[src/rtl/cam_pattern_gen_pkg.sv]
// Shared definitions for the camera pattern generator and its capture-side
// partner: default frame geometry, FSM state encoding, test pattern encoding,
// and small helpers for sizing counters from geometry parameters.
package cam_pattern_gen_pkg;

  localparam int WIDTH  = 640;  // active pixels per line
  localparam int HEIGTH = 480;  // active lines per frame
  localparam int DATA_W = 8;    // pixel width, matches the capture stage input

  typedef enum logic [2:0] {
    IDLE,
    FRONT,
    LINE,
    HBLK,
    BACK,
    VBLK
  } gen_state_t;

  typedef enum logic [1:0] {
    PAT_RAMP,
    PAT_HCNT,
    PAT_CHECK,
    PAT_FNUM
  } pattern_t;

  // Bits needed to hold 0..v-1, never less than one bit.
  function automatic int clog2_min1(input int v);
    return (v <= 2) ? 1 : $clog2(v);
  endfunction

  function automatic int max5(input int a, input int b, input int c,
                              input int d, input int e);
    int m;
    m = a;
    if (b > m) m = b;
    if (c > m) m = c;
    if (d > m) m = d;
    if (e > m) m = e;
    return m;
  endfunction

endpackage

[src/rtl/cam_pattern_pix.sv]
// Pixel value generator for the camera pattern emulator.
// Ports:
//   pclk, reset : pixel clock, synchronous active-high reset
//   lv_i        : line-valid for the pixel being produced (one cycle ahead of LV)
//   pat_i       : latched test pattern for the current frame
//   x_i, y_i    : pixel column / line of the pixel being produced
//   fnum_i      : frame number captured at frame start
//   d_o         : registered pixel data, zero whenever lv_i was low
module cam_pattern_pix
  import cam_pattern_gen_pkg::*;
#(
  parameter int X_W   = 10,
  parameter int Y_W   = 9,
  parameter int PIX_W = 8
) (
  input  logic             pclk,
  input  logic             reset,
  input  logic             lv_i,
  input  pattern_t         pat_i,
  input  logic [X_W-1:0]   x_i,
  input  logic [Y_W-1:0]   y_i,
  input  logic [PIX_W-1:0] fnum_i,
  output logic [PIX_W-1:0] d_o
);

  logic [PIX_W-1:0] pix_d;
  logic [PIX_W-1:0] pix_q;
  logic             check_on;

  // 8x8 checker: parity of the tile indices. Widened first so narrow
  // geometries (x or y below 8) simply yield tile 0.
  assign check_on = (((32'(x_i) >> 3) ^ (32'(y_i) >> 3)) & 32'd1) != 32'd0;

  always_comb begin
    pix_d = '0;
    if (lv_i) begin
      case (pat_i)
        PAT_RAMP:  pix_d = PIX_W'(x_i) + PIX_W'(y_i);
        PAT_HCNT:  pix_d = PIX_W'(x_i);
        PAT_CHECK: pix_d = check_on ? '1 : '0;
        PAT_FNUM:  pix_d = fnum_i;
        default:   pix_d = '0;
      endcase
    end
  end

  always_ff @(posedge pclk) begin
    if (reset) begin
      pix_q <= '0;
    end else begin
      pix_q <= pix_d;
    end
  end

  assign d_o = pix_q;

endmodule

[src/rtl/cam_pattern_gen.sv]
// Camera sensor emulator: drives a parallel D_OUT/FV/LV interface with
// programmable geometry, blanking and test pattern.
// Ports:
//   pclk, reset  : pixel clock, synchronous active-high reset
//   enable       : run request, only looked at on frame boundaries
//   pattern_sel  : 0 ramp, 1 horizontal counter, 2 8x8 checker, 3 frame number
//   D_OUT        : pixel data, zero while LV is low
//   FV, LV       : frame valid, line valid
//   busy         : high from first FV cycle through last vertical blank cycle
//   frame_cnt    : completed frames, wraps at 16 bits
//
// state | meaning
// IDLE  | stopped, waiting for enable
// FRONT | FV high, vertical front porch
// LINE  | active pixels, LV high
// HBLK  | horizontal blank between lines
// BACK  | FV high, vertical back porch
// VBLK  | FV low, vertical blank between frames
//
// The FSM runs one cycle ahead of the pins; every output is a register
// loaded from the FSM state, so the pins lag the state by exactly one edge.
module cam_pattern_gen #(
  parameter int WIDTH  = cam_pattern_gen_pkg::WIDTH,
  parameter int HEIGTH = cam_pattern_gen_pkg::HEIGTH,
  parameter int DATA_W = cam_pattern_gen_pkg::DATA_W,
  parameter int HBLANK = 16,
  parameter int VFP    = 8,
  parameter int VBP    = 8,
  parameter int VBLANK = 32
) (
  input  logic              pclk,
  input  logic              reset,
  input  logic              enable,
  input  logic [1:0]        pattern_sel,
  output logic [DATA_W-1:0] D_OUT,
  output logic              FV,
  output logic              LV,
  output logic              busy,
  output logic [15:0]       frame_cnt
);

  import cam_pattern_gen_pkg::*;

  localparam int X_W   = clog2_min1(WIDTH);
  localparam int Y_W   = clog2_min1(HEIGTH);
  localparam int CNT_W = clog2_min1(max5(WIDTH, HBLANK, VFP, VBP, VBLANK));

  // Phase counter load values: counts down to zero, so load length-1.
  localparam logic [CNT_W-1:0] LD_VFP  = CNT_W'(VFP - 1);
  localparam logic [CNT_W-1:0] LD_LINE = CNT_W'(WIDTH - 1);
  localparam logic [CNT_W-1:0] LD_HBLK = CNT_W'(HBLANK - 1);
  localparam logic [CNT_W-1:0] LD_VBP  = CNT_W'(VBP - 1);
  localparam logic [CNT_W-1:0] LD_VBLK = CNT_W'(VBLANK - 1);
  localparam logic [Y_W-1:0]   Y_LAST  = Y_W'(HEIGTH - 1);

  gen_state_t        state_q;
  logic [CNT_W-1:0]  cnt_q;
  logic [X_W-1:0]    x_q;
  logic [Y_W-1:0]    y_q;
  pattern_t          pat_q;
  logic [DATA_W-1:0] fnum_q;
  logic [15:0]       frame_cnt_q;
  logic [15:0]       frame_cnt_out_q;
  logic              fv_q;
  logic              lv_q;
  logic              busy_q;
  logic              line_active;

  assign line_active = (state_q == LINE);

  always_ff @(posedge pclk) begin
    if (reset) begin
      state_q         <= IDLE;
      cnt_q           <= '0;
      x_q             <= '0;
      y_q             <= '0;
      pat_q           <= PAT_RAMP;
      fnum_q          <= '0;
      frame_cnt_q     <= '0;
      frame_cnt_out_q <= '0;
      fv_q            <= 1'b0;
      lv_q            <= 1'b0;
      busy_q          <= 1'b0;
    end else begin
      // Pin registers follow the state one edge later.
      fv_q            <= (state_q == FRONT) || (state_q == LINE) ||
                         (state_q == HBLK)  || (state_q == BACK);
      lv_q            <= line_active;
      busy_q          <= (state_q != IDLE);
      frame_cnt_out_q <= frame_cnt_q;

      case (state_q)
        IDLE: begin
          if (enable) begin
            state_q <= FRONT;
            cnt_q   <= LD_VFP;
            pat_q   <= pattern_t'(pattern_sel);
            fnum_q  <= DATA_W'(frame_cnt_q);
          end
        end

        FRONT: begin
          if (cnt_q == '0) begin
            state_q <= LINE;
            cnt_q   <= LD_LINE;
            x_q     <= '0;
            y_q     <= '0;
          end else begin
            cnt_q <= cnt_q - CNT_W'(1);
          end
        end

        LINE: begin
          if (cnt_q == '0) begin
            x_q <= '0;
            if (y_q == Y_LAST) begin
              state_q <= BACK;
              cnt_q   <= LD_VBP;
            end else begin
              state_q <= HBLK;
              cnt_q   <= LD_HBLK;
            end
          end else begin
            cnt_q <= cnt_q - CNT_W'(1);
            x_q   <= x_q + X_W'(1);
          end
        end

        HBLK: begin
          if (cnt_q == '0) begin
            state_q <= LINE;
            cnt_q   <= LD_LINE;
            y_q     <= y_q + Y_W'(1);
          end else begin
            cnt_q <= cnt_q - CNT_W'(1);
          end
        end

        BACK: begin
          if (cnt_q == '0) begin
            state_q     <= VBLK;
            cnt_q       <= LD_VBLK;
            y_q         <= '0;
            frame_cnt_q <= frame_cnt_q + 16'd1;
          end else begin
            cnt_q <= cnt_q - CNT_W'(1);
          end
        end

        VBLK: begin
          if (cnt_q == '0) begin
            if (enable) begin
              state_q <= FRONT;
              cnt_q   <= LD_VFP;
              pat_q   <= pattern_t'(pattern_sel);
              // frame_cnt_q already counts the frame just finished.
              fnum_q  <= DATA_W'(frame_cnt_q);
            end else begin
              state_q <= IDLE;
            end
          end else begin
            cnt_q <= cnt_q - CNT_W'(1);
          end
        end

        default: begin
          state_q <= IDLE;
          cnt_q   <= '0;
        end
      endcase
    end
  end

  // Fed from the FSM state so its registered output lines up with lv_q.
  cam_pattern_pix #(
    .X_W   (X_W),
    .Y_W   (Y_W),
    .PIX_W (DATA_W)
  ) u_pix (
    .pclk   (pclk),
    .reset  (reset),
    .lv_i   (line_active),
    .pat_i  (pat_q),
    .x_i    (x_q),
    .y_i    (y_q),
    .fnum_i (fnum_q),
    .d_o    (D_OUT)
  );

  assign FV        = fv_q;
  assign LV        = lv_q;
  assign busy      = busy_q;
  assign frame_cnt = frame_cnt_out_q;

endmodule
[config.mk]
export PLATFORM = sky130hd
export DESIGN_NAME = cam_pattern_gen
export DESIGN_NICKNAME = d
export VERILOG_FILES = /design/src/rtl/cam_pattern_gen_pkg.sv /design/src/rtl/cam_pattern_pix.sv /design/src/rtl/cam_pattern_gen.sv
export SDC_FILE = /design/constraint.sdc
export NUM_CORES = 1
export LEC_CHECK = 0
export BUFFER_PORTS_ARGS = -buffer_cell sky130_fd_sc_hd__buf_2
export CAP_MARGIN = 10
export CORE_MARGIN = 10
export CORE_UTILIZATION = 30
export CTS_CLUSTER_DIAMETER = 150
export DETAILED_ROUTE_END_ITERATION = 8
export GPL_TIMING_DRIVEN = 0
export SYNTH_ARGS = -nofsm -noshare
export SYNTH_HDL_FRONTEND = slang
export SYNTH_SLANG_ARGS = --single-unit
[constraint.sdc]
create_clock -name pclk -period 3.1 [get_ports pclk]
set_input_delay 0.31 -clock pclk [delete_from_list [all_inputs] [get_ports pclk]]
set_output_delay 0.31 -clock pclk [all_outputs]
set_load 0.005 [all_outputs]
==> results.sh <==
export IMPL_yosysSeqAreaShare=0.4016
export IMPL_die_w_um=137.4
export IMPL_run_status="finished, final reports clean"
export IMPL_cts_tree="built"
export IMPL_yosys_top_cells_area="dfxtp_1 40%, nor2_1 6.0%, xnor2_1 4.4%"
export IMPL_clkTransAtPathRegs_ns=0.06
export IMPL_synth_area_um2=4138
export IMPL_drv_cap=0
export IMPL_fin_crit_sh=0.7981
export IMPL_cts_htree_levels=3
export IMPL_die_h_um=137.4
export IMPL_required_ns=3.30
export IMPL_startpoint="x_q[0]"
export IMPL_antenna_found_initial=0
export IMPL_numPortBuffers=30
export IMPL_gp_congestion=0.8765
export IMPL_grt_max_degree=17
export IMPL_wl_met2_um=5037
export IMPL_grt_pass1_wl_um=17840
export IMPL_synth_flop_cell="dfxtp_1"
export IMPL_cts_resized=0
export IMPL_fin_util=0.3611
export IMPL_switching_share=0.3817
export IMPL_drt_met1_wl_um=5138
export IMPL_ys_ff_latch=83
export IMPL_p_per_area_nw_per_um2=768.8
export IMPL_setup_worst_path_class="reg2reg"
export IMPL_grt_pass1_vias=3502
export IMPL_start_kind="flop"
export IMPL_finalSetupViolCount=0
export IMPL_ant_nets=0
export IMPL_drc=0
export IMPL_diodes=0
export IMPL_avgRoutedWirePerCell_um=15.13
export IMPL_p_clk_frac=0.320
export IMPL_rsz0062_at_grt="false"
export IMPL_dp_hpwl_um=7949
export IMPL_skew_ns=0.008919
export IMPL_root_buffer="clkbuf_16"
export IMPL_grt_overflow=0
export IMPL_slew_headroom=0.4546
export IMPL_initial_utilization=0.3088
export IMPL_post_cts_setup_buffers=0
export IMPL_async_reset_ff_frac=0
export IMPL_post_place_ws_ns=0.6270
export IMPL_wl_met3_um=488
export IMPL_vias_per_cell=5.256
export IMPL_die_area_um2=18890
export IMPL_yosysWarningCount=0
export IMPL_fin_ws_ns=0.6258
export IMPL_r2r_cells=8
export IMPL_fin_crit_ns=2.474
export IMPL_finalSetupTns_ns=0
export IMPL_r2r_setup_slack_ns=0.63
export IMPL_ios=32
export IMPL_worstMarginPinSlew_ns=0.8118
export IMPL_hold_violations=0
export IMPL_cts_hold_buf=0
export IMPL_synth_edf_count=0
export IMPL_routed_wl_um=10830
export IMPL_critPathCaptureType="flop"
export IMPL_nets=552
export IMPL_endpoint="u_pix.d_o[4]"
export IMPL_combPwrFrac=0.346
export IMPL_dpl_cell_count=700
export IMPL_yosysTopAreaCellShare=0.4016
export IMPL_yosysUniqueCellTypes=62
export IMPL_ir_worst_vdd_v=0.0003255
export IMPL_grt_util_all_layers=0.1144
export IMPL_highest_signal_layer="met4"
export IMPL_rows=42
export IMPL_syn2layout_area_growth_pct=16.93
export IMPL_p_int_mw=2.300
export IMPL_cp_max_fo=7
export IMPL_p_leak_nw=1.832
export IMPL_finalInstanceArea_um2=4838
export IMPL_postSynthAreaPerCell_um2=8.376
export IMPL_layout_commonest_cell="dfxtp_1"
export IMPL_p_switching_mw=1.420
export IMPL_dpl_cell_area_um2=4508
export IMPL_cts_made_buffers=9
export IMPL_timing_rr_end="u_pix.d_o[4]"
export IMPL_cp_arrival_ns=2.68
export IMPL_drive_above_1_share=0.1111
export IMPL_cts_sinks=83
export IMPL_fp_coreArea_um2=13400
export IMPL_clk_latency_ns=0.34
export IMPL_cts_buffer_depth=2
export IMPL_final_cell_mix="83 x dfxtp_1, 66 x nor2_1, 33 x buf_2"
export IMPL_drtIter0Drc=305
export IMPL_r2r_start="x_q[0]"
export IMPL_fillers=1394
export IMPL_power_frac_seq=0.334
export IMPL_via_count=3763
export IMPL_holdCritPathClass="in2reg"
export IMPL_stdcell_count=716
export IMPL_postSynthCellCount=494
export IMPL_syn_num_nets=511
export IMPL_slew_violations=0
export IMPL_synth_top_area_cell="dfxtp_1"
export IMPL_drt_pre_antenna_iters=5
export IMPL_fmax_ghz=0.4042
==> layout make-up <==
type | instances | area (um^2) | area share
plain buffers | 26 | 108.9 | 0.02250
clock buffers | 9 | 225.2 | 0.04655
clock inverters | 7 | 105.1 | 0.02172
inverters | 14 | 52.55 | 0.01086
multi-input cells | 371 | 2315 | 0.4784
flip-flops and latches | 83 | 1662 | 0.3434
well taps | 176 | 220.2 | 0.04551
repair buffers | 30 | 150.1 | 0.03103
==> routing by layer <==
metal / vias up / global-route usage
li1: 1850 / -
met1: 1817 / 0.1508
met2: 84 / 0.1828
met3: 12 / 0.02658
met4: 0 / 0.03044
met5: - / 0
==> power by group through the flow <==
stage               sequential [mW]  combinational, mW  clock (mW)
floorplan                      1.24              0.942           0
CTS                            1.24               1.27        1.21
finish                         1.24               1.29        1.19
detailed placement             1.26               1.26           0
global placement               1.26               1.25           0
global route                   1.26               1.42        1.25
==> critical path, cell delays in order, from the launching register on <==
cell and delay (ns):
dfxtp_1 0.46, ha_1 0.25, inv_1 0.07, fa_1 0.38
nor2b_1 0.21, o21ai_0 0.13, and4b_1 0.21, a2111oi_0 0.50
nor3_1 0.11
==> synthesized netlist by cell type, drive strengths merged (5+ instances only) <==
cell	count
nor2	66
nand3	23
nor4	10
ha	11
nand3b	5
or3	5
mux2i	13
xnor2	21
a211oi	5
nand2b	6
nor2b	22
nand2	31
buf	7
inv	14
clkbuf	19
nor3	29
dfxtp	83
a21oi	28
nand4	5
nor3b	5
o21ai	25
a21o	5
==> worst min path at each step <==
stage	startpoint	end	slack (ns)	cells past startpoint
2_1_floorplan	frame_cnt_q[14]	frame_cnt[14]	0.44	2
3_3_place_gp	frame_cnt_q[14]	frame_cnt[14]	0.46	2
3_5_place_dp	frame_cnt_q[14]	frame_cnt[14]	0.47	2
4_1_cts	pattern_sel[0]	pat_q[0]	0.21	3
5_1_grt	pattern_sel[1]	pat_q[1]	0.23	3
6_report	pattern_sel[0]	pat_q[0]	0.22	3
==> cells by family (layout without fill, tap and decap cells) <==
| kind of cell | after synthesis | after routing | synth area share |
|---|---|---|---|
| and+or+nand+nor | 225 | 225 | 0.2836 |
| buffers and inverters | 40 | 86 | 0.03901 |
| adders and majority gates | 12 | 12 | 0.03810 |
| DFF | 83 | 83 | 0.4016 |
| muxes | 14 | 14 | 0.03689 |
| AOI/OAI and AO/OA | 97 | 97 | 0.1521 |
| xor gates and xnor gates | 23 | 23 | 0.04869 |
==> through the flow <==
stage / total power [mW] / hold slack, ns
4_1_cts: 3.720 / 0.2121
5_1_grt: 3.926 / 0.2336
2_1_floorplan: 2.186 / 0.4429
3_5_place_dp: 2.526 / 0.4651
3_3_place_gp: 2.515 / 0.4634
6_report: 3.720 / 0.2180
==> flip-flops by register name (all words and copies together), names as in the netlist <==
name and flops:
pat_q 2, state_q 3, frame_cnt_q 16, LV 1, frame_cnt 16, x_q 8
y_q 9, FV 1, busy 1, u_pix.d_o 8, fnum_q 8, cnt_q 10
Note: power is estimated with default switching activity, not from simulation.
